$ cat src/rtl/muldiv_sequencer.sv
// Bit-serial unsigned 16x16 multiply / 16/16 restoring divide driven through an external ALU.
// Build option: define MULDIV_DIV_EN to implement DIVU; otherwise DIVU returns out_err with a zero result.
module muldiv_sequencer #(
  parameter logic [3:0] ALU_ADD = 4'b0010,
  parameter logic [3:0] ALU_SUB = 4'b0110
) (
  input  logic        clk,
  input  logic        rst_n,
  input  logic        in_valid,
  output logic        in_ready,
  input  logic        in_op,
  input  logic [15:0] in_a,
  input  logic [15:0] in_b,
  output logic        out_valid,
  input  logic        out_ready,
  output logic [15:0] out_hi,
  output logic [15:0] out_lo,
  output logic        out_err,
  output logic [15:0] alu_a,
  output logic [15:0] alu_b,
  output logic [3:0]  alu_op,
  input  logic [15:0] alu_result,
  input  logic        alu_carry,
  output logic        busy
);

  typedef enum logic [1:0] {S_IDLE, S_ITER, S_DONE} state_t;

  state_t      r_state;
  logic [15:0] r_acc;    // MUL: acc, DIVU: rem
  logic [15:0] r_mplr;   // MUL: mplr, DIVU: quo
  logic [15:0] r_mcand;  // MUL: mcand, DIVU: divisor
  logic [3:0]  r_cnt;
  logic        r_err;

  logic [15:0] w_mul_acc_next;
  logic [15:0] w_mul_mplr_next;

  assign w_mul_acc_next  = r_mplr[0] ? {alu_carry, alu_result[15:1]} : {1'b0, r_acc[15:1]};
  assign w_mul_mplr_next = {(r_mplr[0] ? alu_result[0] : r_acc[0]), r_mplr[15:1]};

`ifdef MULDIV_DIV_EN
  logic        r_op;
  logic [15:0] w_s;
  logic        w_take;
  logic [15:0] w_rem_next;
  logic [15:0] w_quo_next;

  // rem[15] means the shifted value is 17 bits wide and therefore exceeds any divisor
  assign w_s        = {r_acc[14:0], r_mplr[15]};
  assign w_take     = r_acc[15] | alu_carry;
  assign w_rem_next = w_take ? alu_result : w_s;
  assign w_quo_next = {r_mplr[14:0], w_take};
`endif

  always_comb begin
    alu_a  = 16'h0000;
    alu_b  = 16'h0000;
    alu_op = ALU_ADD;
    if (r_state == S_ITER) begin
      alu_b = r_mcand;
`ifdef MULDIV_DIV_EN
      if (r_op) begin
        alu_a  = w_s;
        alu_op = ALU_SUB;
      end else begin
        alu_a = r_acc;
      end
`else
      alu_a = r_acc;
`endif
    end
  end

  assign in_ready  = (r_state == S_IDLE);
  assign busy      = (r_state != S_IDLE);
  assign out_valid = (r_state == S_DONE);
  assign out_hi    = r_acc;
  assign out_lo    = r_mplr;
  assign out_err   = r_err;

  always_ff @(posedge clk or negedge rst_n) begin
    if (!rst_n) begin
      r_state <= S_IDLE;
      r_acc   <= 16'h0000;
      r_mplr  <= 16'h0000;
      r_mcand <= 16'h0000;
      r_cnt   <= 4'd0;
      r_err   <= 1'b0;
`ifdef MULDIV_DIV_EN
      r_op    <= 1'b0;
`endif
    end else begin
      case (r_state)
        S_IDLE: begin
          if (in_valid) begin
            r_cnt <= 4'd0;
            r_err <= 1'b0;
            r_acc <= 16'h0000;
`ifdef MULDIV_DIV_EN
            r_op  <= in_op;
`endif
            if (in_op) begin
`ifdef MULDIV_DIV_EN
              r_mcand <= in_b;
              if (in_b == 16'h0000) begin
                r_acc   <= in_a;
                r_mplr  <= 16'hFFFF;
                r_err   <= 1'b1;
                r_state <= S_DONE;
              end else begin
                r_mplr  <= in_a;
                r_state <= S_ITER;
              end
`else
              r_mplr  <= 16'h0000;
              r_err   <= 1'b1;
              r_state <= S_DONE;
`endif
            end else begin
              r_mplr  <= in_b;
              r_mcand <= in_a;
              r_state <= S_ITER;
            end
          end
        end
        S_ITER: begin
          r_cnt <= r_cnt + 4'd1;
`ifdef MULDIV_DIV_EN
          if (r_op) begin
            r_acc  <= w_rem_next;
            r_mplr <= w_quo_next;
          end else begin
            r_acc  <= w_mul_acc_next;
            r_mplr <= w_mul_mplr_next;
          end
`else
          r_acc  <= w_mul_acc_next;
          r_mplr <= w_mul_mplr_next;
`endif
          if (r_cnt == 4'd15) begin
            r_state <= S_DONE;
          end
        end
        S_DONE: begin
          if (out_ready) begin
            r_state <= S_IDLE;
          end
        end
        default: r_state <= S_IDLE;
      endcase
    end
  end

endmodule

$ cat config.mk
export PLATFORM = sky130hd
export DESIGN_NAME = muldiv_sequencer
export DESIGN_NICKNAME = d
export VERILOG_FILES = /design/src/rtl/muldiv_sequencer.sv
export SDC_FILE = /design/constraint.sdc
export NUM_CORES = 1
export LEC_CHECK = 0
export CELL_PAD_IN_SITES_DETAIL_PLACEMENT = 0
export CELL_PAD_IN_SITES_GLOBAL_PLACEMENT = 1
export CORE_MARGIN = 2
export CORE_UTILIZATION = 46
export CTS_CLUSTER_DIAMETER = 40
export DETAILED_ROUTE_END_ITERATION = 16
export DONT_BUFFER_PORTS = 1
export PLACE_DENSITY = 0.88
export SLEW_MARGIN = 10
export SYNTH_ARGS = -nofsm -noshare
export SYNTH_HDL_FRONTEND = slang
export SYNTH_SLANG_ARGS = --single-unit
$ cat constraint.sdc
create_clock -name clk -period 2.1 [get_ports clk]
set_input_delay 0.42 -clock clk [delete_from_list [all_inputs] [get_ports clk]]
set_output_delay 0.42 -clock clk [all_outputs]
set_load 0.01 [all_outputs]
==> flow_metrics.py, run 1 <==
metrics = {
    "sta": {
        "tns_ns": 0,
        "clock.fmax_mhz": 544.4,
        "min_period_over_period_pct": 87.48,
        "timing_hold_violations_final": 0,
        "grt_setup_unrepaired": "false",
        "final-setup-viol-count": 0,
        "report.final.slew_viol_count": 0,
        "finalClockSkew_ns": 0.01204,
        "shortest_period_the_worst_path_allows_ns": 1.837,
    },
    "synthesis": {
        "yosys.cell_types.count": 29,
        "syn_area_um2": 2828,
        "netlist.top_cell.by_area": "sky130_fd_sc_hd__dfrtp_1",
        "synthesis.area_per_instance_um2": 10.63,
        "ys_top_cells_by_area": "sky130_fd_sc_hd__dfrtp_1, sky130_fd_sc_hd__mux2i_1, sky130_fd_sc_hd__and2_1",
        "ys_warn_count": 0,
        "fraction_of_the_yosys_area_taken_by_sequential_cells_pct": 48.67,
        "synthCells": 266,
        "synthDominantCellAreaShare_pct": 48.67,
        "postSynthRegisterBits": 55,
    },
    "die": {
        "floorplan.die_area_um2": 6791,
        "floorplan.io_pins": 126,
        "effective_utilization_at_floorplan_pct": 47.76,
        "floorplan.rows": 28,
        "die-width_um": 82.41,
        "core_area_um2": 5921,
        "chipHeight_um": 82.41,
    },
    "clock_network": {
        "cts.htree.levels": 2,
        "clk_path_buf_depth": 2,
        "insertion_delay_ns": 0.31,
        "cts.reportedPaths.clkPinSlew_ns": 0.09,
        "tritoncts_num_sinks": 55,
        "numCtsBuffers": 5,
        "cts_setup_buffers": 0,
        "cts_tree": "built",
        "cts_root_buf": "sky130_fd_sc_hd__clkbuf_8",
    },
    "global_route": {
        "grt_use_total_pct": 15.86,
        "grt-ovfl-total": 0,
        "antenna_violations_before_repair": 0,
        "vias_in_the_first_global_route": 1716,
        "wire_length_of_the_first_global_routing_pass_um": 8086,
        "pin_count_of_the_biggest_net_entering_global_routing": 56,
    },
    "worst_hold_path": {
        "hold_path.class": "input port to flop",
        "min_delay_path_depth": 1,
        "hold_path.startpoint": "in_a[5]",
        "hold_end": "r_mcand[5]",
    },
    "pwr": {
        "intPower_uw": 2780,
        "power.net_switching_uw": 1718,
        "comb_power_share_pct": 36.3,
        "p_per_area_nw_per_um2": 1484,
        "share_clk_of_total_power_pct": 17.9,
        "totalPowerFinal_uw": 4498,
        "sequential_share_of_power_pct": 45.8,
        "vdd_drop_max_uv": 630.8,
        "power.static_leakage_uw": 0.001358,
        "swShare_pct": 38.19,
    },
    "final_layout": {
        "n_antenna_cell": 0,
        "final_layout_size_suffix_gt1_share_pct": 14.18,
        "final_net_count": 315,
        "area_growth_pct": 7.168,
        "final.fill_count": 544,
    },
    "setup_path": {
        "critPathRequiredTime_ns": 1.68,
        "reg2reg_to": "r_mcand[14]",
        "largest_stage_delay_on_the_critical_path_ns": 0.48,
        "worst-r2r-setup-slack_ns": 0.53,
        "criticalPathCategory": "flop to output pin",
        "cp-start-kind": "flop",
        "crit_reg_reg_startpoint": "r_state[0]",
        "path_cells": "nor2b_2, buf_4, and2_1",
        "critical_path.endpoint_type": "output pin",
        "worst_ep_arrival_time_ns": 1.42,
        "worstPathMaxFanout": 24,
        "r2r.worst_path.cells": 3,
        "cell_with_the_largest_stage_delay_on_the_worst_path": "sky130_fd_sc_hd__dfrtp_2",
    },
    "drt": {
        "antenna_violating_nets_left": 0,
        "vias_per_cell": 5.348,
        "totalWireLength_um": 5324,
        "route.vias.total": 1797,
        "routedWlPerCell_um": 15.85,
        "remaining_drc_errors": 0,
        "drt_pass_1_iters": 3,
        "initialDrtViolationCount": 81,
    },
    "placed_design": {
        "io_buffers": 0,
        "finalWeightedCongestion": 0.7471,
        "detailedPlacementHpwl_um": 3681,
    },
    "job": {
        "timing.max_cap.violations": 0,
    },
    "run_status": {
        "outcome": "finished, final reports clean",
    },
}
-- cell type report --
class	count	area (um^2)	area share (%)
multi-input cells	189	1319	43.52
clock inverters	2	60.06	1.982
clock buffers	6	72.57	2.395
well taps	75	93.84	3.097
inverters	2	7.507	0.2477
repair buffers	7	100.1	3.303
flip-flops and latches	55	1378	45.46
-- through the flow --
| step | hold slack (ns) | instance area [um^2] | util (%) | setup WS [ns] | cells |
|---|---|---|---|---|---|
| 2_1_floorplan | 0.1244 | 2835 | - | 0.4877 | 268 |
| 3_3_place_gp | 0.1263 | 2859 | 48.29 | 0.5007 | 326 |
| 3_5_place_dp | 0.1258 | 2859 | 48.29 | 0.4837 | 326 |
| 4_1_cts | 0.2412 | 3029 | 51.16 | 0.1342 | 336 |
| 5_1_grt | 0.2289 | 3030 | 51.18 | 0.1142 | 336 |
| 6_report | 0.2564 | 3030 | 51.18 | 0.2630 | 336 |
-- sequential cells by signal, summed over array words and instances (netlist names) --
signal and cells:
out_hi 16, r_cnt 4, r_mcand 16, out_err 1, r_state 2, out_lo 16
-- logic make-up after synthesis --
family | Yosys count | synth area share, %
simple gates | 93 | 17.61
flops | 55 | 48.67
mux | 49 | 19.38
compound gates | 41 | 8.009
buf+inv | 24 | 5.310
other cells | 2 | 0.2656
fa+ha+maj | 1 | 0.4424
xor+xnor | 1 | 0.3098
-- metal layers --
metal	track usage (%)	routed length, um	vias up
met3	5.217	471	7
met2	26.53	2536	73
met4	6.500	79	0
met5	0	0	-
met1	18.70	2236	852
li1	-	-	865
-- layout by cell type, fill, tap and decap left out, drive strengths merged, types with 3 or more instances in the layout --
cell type / count
conb: 4
clkbuf: 6
mux2: 19
mux2i: 30
buf: 6
dfrtp: 55
and2: 32
o21ai: 32
nor2: 4
nand2: 34
a21oi: 3
nor2b: 18
-- repair_timing --
action,CTS,global route
hold endpoints to repair,55,0
gates resized for setup,0,1
setup endpoints to repair,0,2
hold buffers,2,0
-- worst max-delay path, delay by kind of cell, from the launching register on --
kind | cells | cell delay (ns)
and+or+nand+nor | 2 | 0.40
buffers and inverters | 1 | 0.23
DFF | 1 | 0.48
-- worst max-delay path by stage --
stage	from	cells after the start	to	slack, ns
2_1_floorplan	r_state[0]	4	alu_a[10]	0.49
3_3_place_gp	r_state[0]	3	alu_a[6]	0.50
3_5_place_dp	r_state[0]	3	alu_b[1]	0.48
4_1_cts	r_state[0]	3	alu_b[1]	0.13
5_1_grt	r_state[0]	3	alu_a[0]	0.11
6_report	r_state[0]	3	alu_b[5]	0.26
-- synth_stat cells --
library cell	n
sky130_fd_sc_hd__nand2_1	34
sky130_fd_sc_hd__ha_1	1
sky130_fd_sc_hd__o21bai_2	1
sky130_fd_sc_hd__nand2b_1	1
sky130_fd_sc_hd__nor2_4	1
sky130_fd_sc_hd__nand3_1	2
sky130_fd_sc_hd__buf_12	1
sky130_fd_sc_hd__nor2b_1	18
sky130_fd_sc_hd__a22o_1	2
sky130_fd_sc_hd__conb_1	2
sky130_fd_sc_hd__a32o_1	1
sky130_fd_sc_hd__buf_2	2
sky130_fd_sc_hd__a21oi_1	3
sky130_fd_sc_hd__mux2_2	10
sky130_fd_sc_hd__inv_1	2
sky130_fd_sc_hd__dfrtp_1	55
sky130_fd_sc_hd__nor2_1	3
sky130_fd_sc_hd__o21ai_0	32
sky130_fd_sc_hd__mux2i_1	30
sky130_fd_sc_hd__xor2_1	1
sky130_fd_sc_hd__buf_4	7
sky130_fd_sc_hd__buf_6	2
sky130_fd_sc_hd__nor3b_1	1
sky130_fd_sc_hd__clkbuf_1	10
sky130_fd_sc_hd__mux2_4	9
sky130_fd_sc_hd__a31oi_1	1
sky130_fd_sc_hd__and2_1	32
sky130_fd_sc_hd__and3_4	1
sky130_fd_sc_hd__o22ai_1	1
-- power groups by stage --
stage | Sequential [uW] | Clock, uW | Combinational, uW
2_1_floorplan | 1940 | 0 | 1430
3_3_place_gp | 2070 | 0 | 1610
3_5_place_dp | 2080 | 0 | 1640
4_1_cts | 2060 | 836 | 1670
5_1_grt | 2150 | 879 | 1850
6_report | 2060 | 806 | 1630
Power figures use the tool's default switching activity.
==> inputs of run 2 (changes only) <==
SKIP_CTS_REPAIR_TIMING = 1   (was unset)
==> flow_metrics.py, run 2 (same netlist as run 1, synthesis figures left out) <==
metrics = {
    "die": {
        "floorplan.rows": 28,
        "floorplan.io_pins": 126,
        "effective_utilization_at_floorplan_pct": 47.76,
        "core_area_um2": 5921,
        "chipHeight_um": 82.41,
        "die-width_um": 82.41,
        "floorplan.die_area_um2": 6791,
    },
    "setup_path": {
        "worst_ep_arrival_time_ns": 1.42,
        "worst-r2r-setup-slack_ns": 0.53,
        "worstPathMaxFanout": 24,
        "critical_path.endpoint_type": "output pin",
        "r2r.worst_path.cells": 3,
        "cell_with_the_largest_stage_delay_on_the_worst_path": "sky130_fd_sc_hd__dfrtp_2",
        "worst_path_dominant_cell_family": "flip-flops",
        "critPathBufInv": 1,
        "critical_path_depth": 3,
        "largest_stage_delay_on_the_critical_path_ns": 0.48,
        "criticalPathCategory": "flop to output pin",
        "cp-start-kind": "flop",
        "path_cells": "nor2b_2, buf_4, and2_1",
        "critPathRequiredTime_ns": 1.68,
    },
    "drt": {
        "route.vias.total": 1792,
        "vias_per_cell": 5.333,
        "routedWlPerCell_um": 15.99,
        "initialDrtViolationCount": 84,
        "totalWireLength_um": 5372,
        "remaining_drc_errors": 0,
        "antenna_violating_nets_left": 0,
        "drt_pass_1_iters": 3,
    },
    "clock_network": {
        "cts.reportedPaths.clkPinSlew_ns": 0.09,
        "insertion_delay_ns": 0.31,
        "clk_path_buf_depth": 2,
        "cts.htree.levels": 2,
        "cts_tree": "built",
        "tritoncts_num_sinks": 55,
        "numCtsBuffers": 5,
        "cts_root_buf": "sky130_fd_sc_hd__clkbuf_8",
    },
    "global_route": {
        "grt_use_total_pct": 15.91,
        "grt-ovfl-total": 0,
        "pin_count_of_the_biggest_net_entering_global_routing": 56,
        "wire_length_of_the_first_global_routing_pass_um": 8086,
        "vias_in_the_first_global_route": 1709,
        "antenna_violations_before_repair": 0,
    },
    "sta": {
        "final-setup-viol-count": 0,
        "final.hold.worst_slack_ns": 0.2561,
        "clock.fmax_mhz": 544.5,
        "min_period_over_period_pct": 87.45,
        "finalClockSkew_ns": 0.01224,
        "grt_setup_unrepaired": "false",
        "timing_hold_violations_final": 0,
        "tns_ns": 0,
        "report.final.slew_viol_count": 0,
        "shortest_period_the_worst_path_allows_ns": 1.836,
    },
    "final_layout": {
        "final_layout_size_suffix_gt1_share_pct": 14.18,
        "layout.core_utilization_pct": 51.18,
        "most-common-layout-cells": "sky130_fd_sc_hd__dfrtp_1, sky130_fd_sc_hd__nand2_1, sky130_fd_sc_hd__and2_1, sky130_fd_sc_hd__o21ai_0, sky130_fd_sc_hd__mux2i_1",
        "final.fill_count": 541,
        "area_growth_pct": 7.168,
        "n_antenna_cell": 0,
        "final_net_count": 315,
        "most_common_cell_after_layout_fill_and_taps_aside": "sky130_fd_sc_hd__dfrtp_1",
    },
    "pwr": {
        "vdd_drop_max_uv": 631.5,
        "p_per_area_nw_per_um2": 1485,
        "totalPowerFinal_uw": 4500,
        "power.static_leakage_uw": 0.001358,
    },
    "placed_design": {
        "finalWeightedCongestion": 0.7471,
        "detailedPlacementHpwl_um": 3681,
        "io_buffers": 0,
    },
    "run_status": {
        "outcome": "finished, final reports clean",
    },
    "worst_hold_path": {
        "hold_path.class": "input port to flop",
        "min_delay_path_depth": 1,
    },
    "job": {
        "timing.max_cap.violations": 0,
    },
}
-- run 2: cell counts in the layout (fill, tap and decap cells not counted) --
No cell type changed its count.
-- run 2: path summary, 6_finish.rpt --
path	start	endpoint
setup / recovery	r_state[0]	alu_b[5]
hold / removal	in_a[5]	r_mcand[5]
setup reg to reg	r_state[0]	r_mcand[14]
hold reg to reg	r_mcand[1]	r_mcand[1]
max in group asynchronous	rst_n	r_state[0]
min in group asynchronous	rst_n	out_hi[4]
-- run 2: cell type report --
class	count	area [um^2]	share of cell area, %
Timing Repair Buffer	7	100.1	3.303
Multi-Input combinational cell	189	1319	43.52
Inverter	2	7.507	0.2477
Sequential cell	55	1378	45.46
Clock inverter	2	60.06	1.982
Clock buffer	6	72.57	2.395
Tap cell	75	93.84	3.097
-- run 2: per-layer routing --
metal	track usage, %	wire length (um)	up-vias
li1	-	-	864
met1	19.12	2324	848
met2	26.21	2502	73
met3	5.217	465	7
met4	6.500	79	0
met5	0	0	-
-- run 2: power by group --
group	internal, uW	switching [uW]	total (uW)
Combinational	778	857	1630
Sequential	1530	533	2060
Clock	476	329	806
Total	2780	1720	4500
-- run 2: per-stage QoR --
step           instance area, um^2  setup WS (ns)  std cells
3_3_place_gp                  2859         0.5007        326
2_1_floorplan                 2835         0.4877        268
4_1_cts                       2992         0.1342        334
5_1_grt                       3030         0.1161        336
6_report                      3030         0.2635        336
3_5_place_dp                  2859         0.4837        326
==> inputs of run 3 (changes only) <==
CORE_MARGIN = 8   (was 2)
==> flow_metrics.py, run 3 (same netlist as run 1, synthesis figures left out) <==
metrics = {
    "sta": {
        "final-setup-viol-count": 0,
        "grt_setup_unrepaired": "false",
        "clock.fmax_mhz": 523.0,
        "shortest_period_the_worst_path_allows_ns": 1.912,
        "report.final.slew_viol_count": 0,
        "min_period_over_period_pct": 91.05,
        "finalClockSkew_ns": 0.009890,
        "timing_hold_violations_final": 0,
        "tns_ns": 0,
    },
    "final_layout": {
        "area_growth_pct": 5.752,
        "most-common-layout-cells": "sky130_fd_sc_hd__dfrtp_1, sky130_fd_sc_hd__nand2_1, sky130_fd_sc_hd__and2_1, sky130_fd_sc_hd__o21ai_0, sky130_fd_sc_hd__mux2i_1",
        "n_antenna_cell": 0,
        "final_net_count": 316,
        "final_layout_size_suffix_gt1_share_pct": 14.50,
        "most_common_cell_after_layout_fill_and_taps_aside": "sky130_fd_sc_hd__dfrtp_1",
    },
    "clock_network": {
        "insertion_delay_ns": 0.31,
        "numCtsBuffers": 5,
        "cts.htree.levels": 2,
        "clk_path_buf_depth": 2,
        "tritoncts_num_sinks": 55,
        "cts_tree": "built",
        "cts_root_buf": "sky130_fd_sc_hd__clkbuf_8",
        "cts.reportedPaths.clkPinSlew_ns": 0.09,
    },
    "setup_path": {
        "worstPathMaxFanout": 35,
        "r2r.worst_path.cells": 3,
        "cp-startpoint": "r_state[0]",
        "reg2reg_to": "r_mcand[3]",
        "crit_reg_reg_startpoint": "r_state[0]",
        "criticalPathCategory": "flop to output pin",
        "critPathRequiredTime_ns": 1.68,
        "critical_path.endpoint": "alu_b[14]",
        "critical_path.endpoint_type": "output pin",
        "worst-r2r-setup-slack_ns": 0.50,
        "worst_ep_arrival_time_ns": 1.49,
        "cp-start-kind": "flop",
    },
    "drt": {
        "remaining_drc_errors": 0,
        "totalWireLength_um": 6186,
        "drt_pass_1_iters": 4,
        "routedWlPerCell_um": 18.36,
        "route.vias.total": 1782,
        "vias_per_cell": 5.288,
        "initialDrtViolationCount": 40,
        "antenna_violating_nets_left": 0,
    },
    "die": {
        "die-width_um": 94.41,
        "floorplan.io_pins": 126,
        "floorplan.rows": 28,
        "core_area_um2": 5921,
        "chipHeight_um": 94.41,
        "effective_utilization_at_floorplan_pct": 47.76,
        "floorplan.die_area_um2": 8912,
    },
    "pwr": {
        "totalPowerFinal_uw": 4309,
        "p_per_area_nw_per_um2": 1441,
        "power.static_leakage_uw": 0.001339,
        "vdd_drop_max_uv": 522.4,
    },
    "global_route": {
        "wire_length_of_the_first_global_routing_pass_um": 9770,
        "grt_use_total_pct": 13.75,
        "antenna_violations_before_repair": 0,
        "pin_count_of_the_biggest_net_entering_global_routing": 56,
        "grt-ovfl-total": 0,
        "vias_in_the_first_global_route": 1868,
    },
    "placed_design": {
        "io_buffers": 0,
        "finalWeightedCongestion": 0.7931,
        "detailedPlacementHpwl_um": 4455,
    },
    "run_status": {
        "outcome": "finished, final reports clean",
    },
    "job": {
        "timing.max_cap.violations": 0,
    },
    "worst_hold_path": {
        "hold_path.class": "input port to flop",
    },
}
## run 3: cell types whose count changed in the layout (fill, tap and decap cells not counted), sizes merged
cell,previous run,this run
buf,6,7
bufinv,2,0
clkinv,0,1
clkinvlp,0,1
## run 3: worst max-delay path, cell delays in order (launching register included)
cell and delay (ns):
sky130_fd_sc_hd__dfrtp_2 0.49, sky130_fd_sc_hd__nor2b_2 0.17, sky130_fd_sc_hd__buf_4 0.28, sky130_fd_sc_hd__and2_1 0.24
## run 3: layout make-up
type                            instances  area [um^2]
Inverter                                2        7.507
Sequential cell                        55         1378
Clock buffer                            6        72.57
Tap cell                               75        93.84
Fill cell                             559         2930
Timing Repair Buffer                    8        107.6
Clock inverter                          2        12.51
Multi-Input combinational cell        189         1319
## run 3: layer usage
| metal | track usage, % | wire length [um] | vias to the layer above |
|---|---|---|---|
| met3 | 6.032 | 790 | 7 |
| met2 | 21.38 | 2855 | 73 |
| met5 | 0 | 0 | - |
| met4 | 4.359 | 68 | 0 |
| li1 | - | - | 865 |
| met1 | 16.76 | 2472 | 837 |
## run 3: where the power goes
part / internal, uW / total [uW] / switching, uW
Clock: 234 / 570 / 337
Combinational: 783 / 1670 / 885
Sequential: 1530 / 2070 / 544
## run 3: worst min path at each step
stage,from,to,slack [ns],cells past startpoint
after floorplan,rst_n,out_err,0.12,0
after global placement,rst_n,out_hi[8],0.13,0
after detailed placement,rst_n,out_hi[4],0.13,0
after CTS,rst_n,out_lo[8],-0.22,0
after global routing,in_a[14],r_mcand[14],0.24,1
final,in_a[0],r_mcand[0],0.26,1
## run 3: metrics by stage
stage / cell area (um^2) / utilization (%) / setup WS [ns] / hold WS (ns) / instances
after floorplan: 2835 / - / 0.4877 / 0.1244 / 268
after global placement: 2867 / 48.42 / 0.4613 / 0.1266 / 327
after detailed placement: 2867 / 48.42 / 0.3924 / 0.1265 / 327
after CTS: 2952 / 49.85 / 0.05148 / -0.2192 / 335
after global routing: 2990 / 50.51 / 0.08426 / 0.2399 / 337
final: 2990 / 50.51 / 0.1879 / 0.2576 / 337
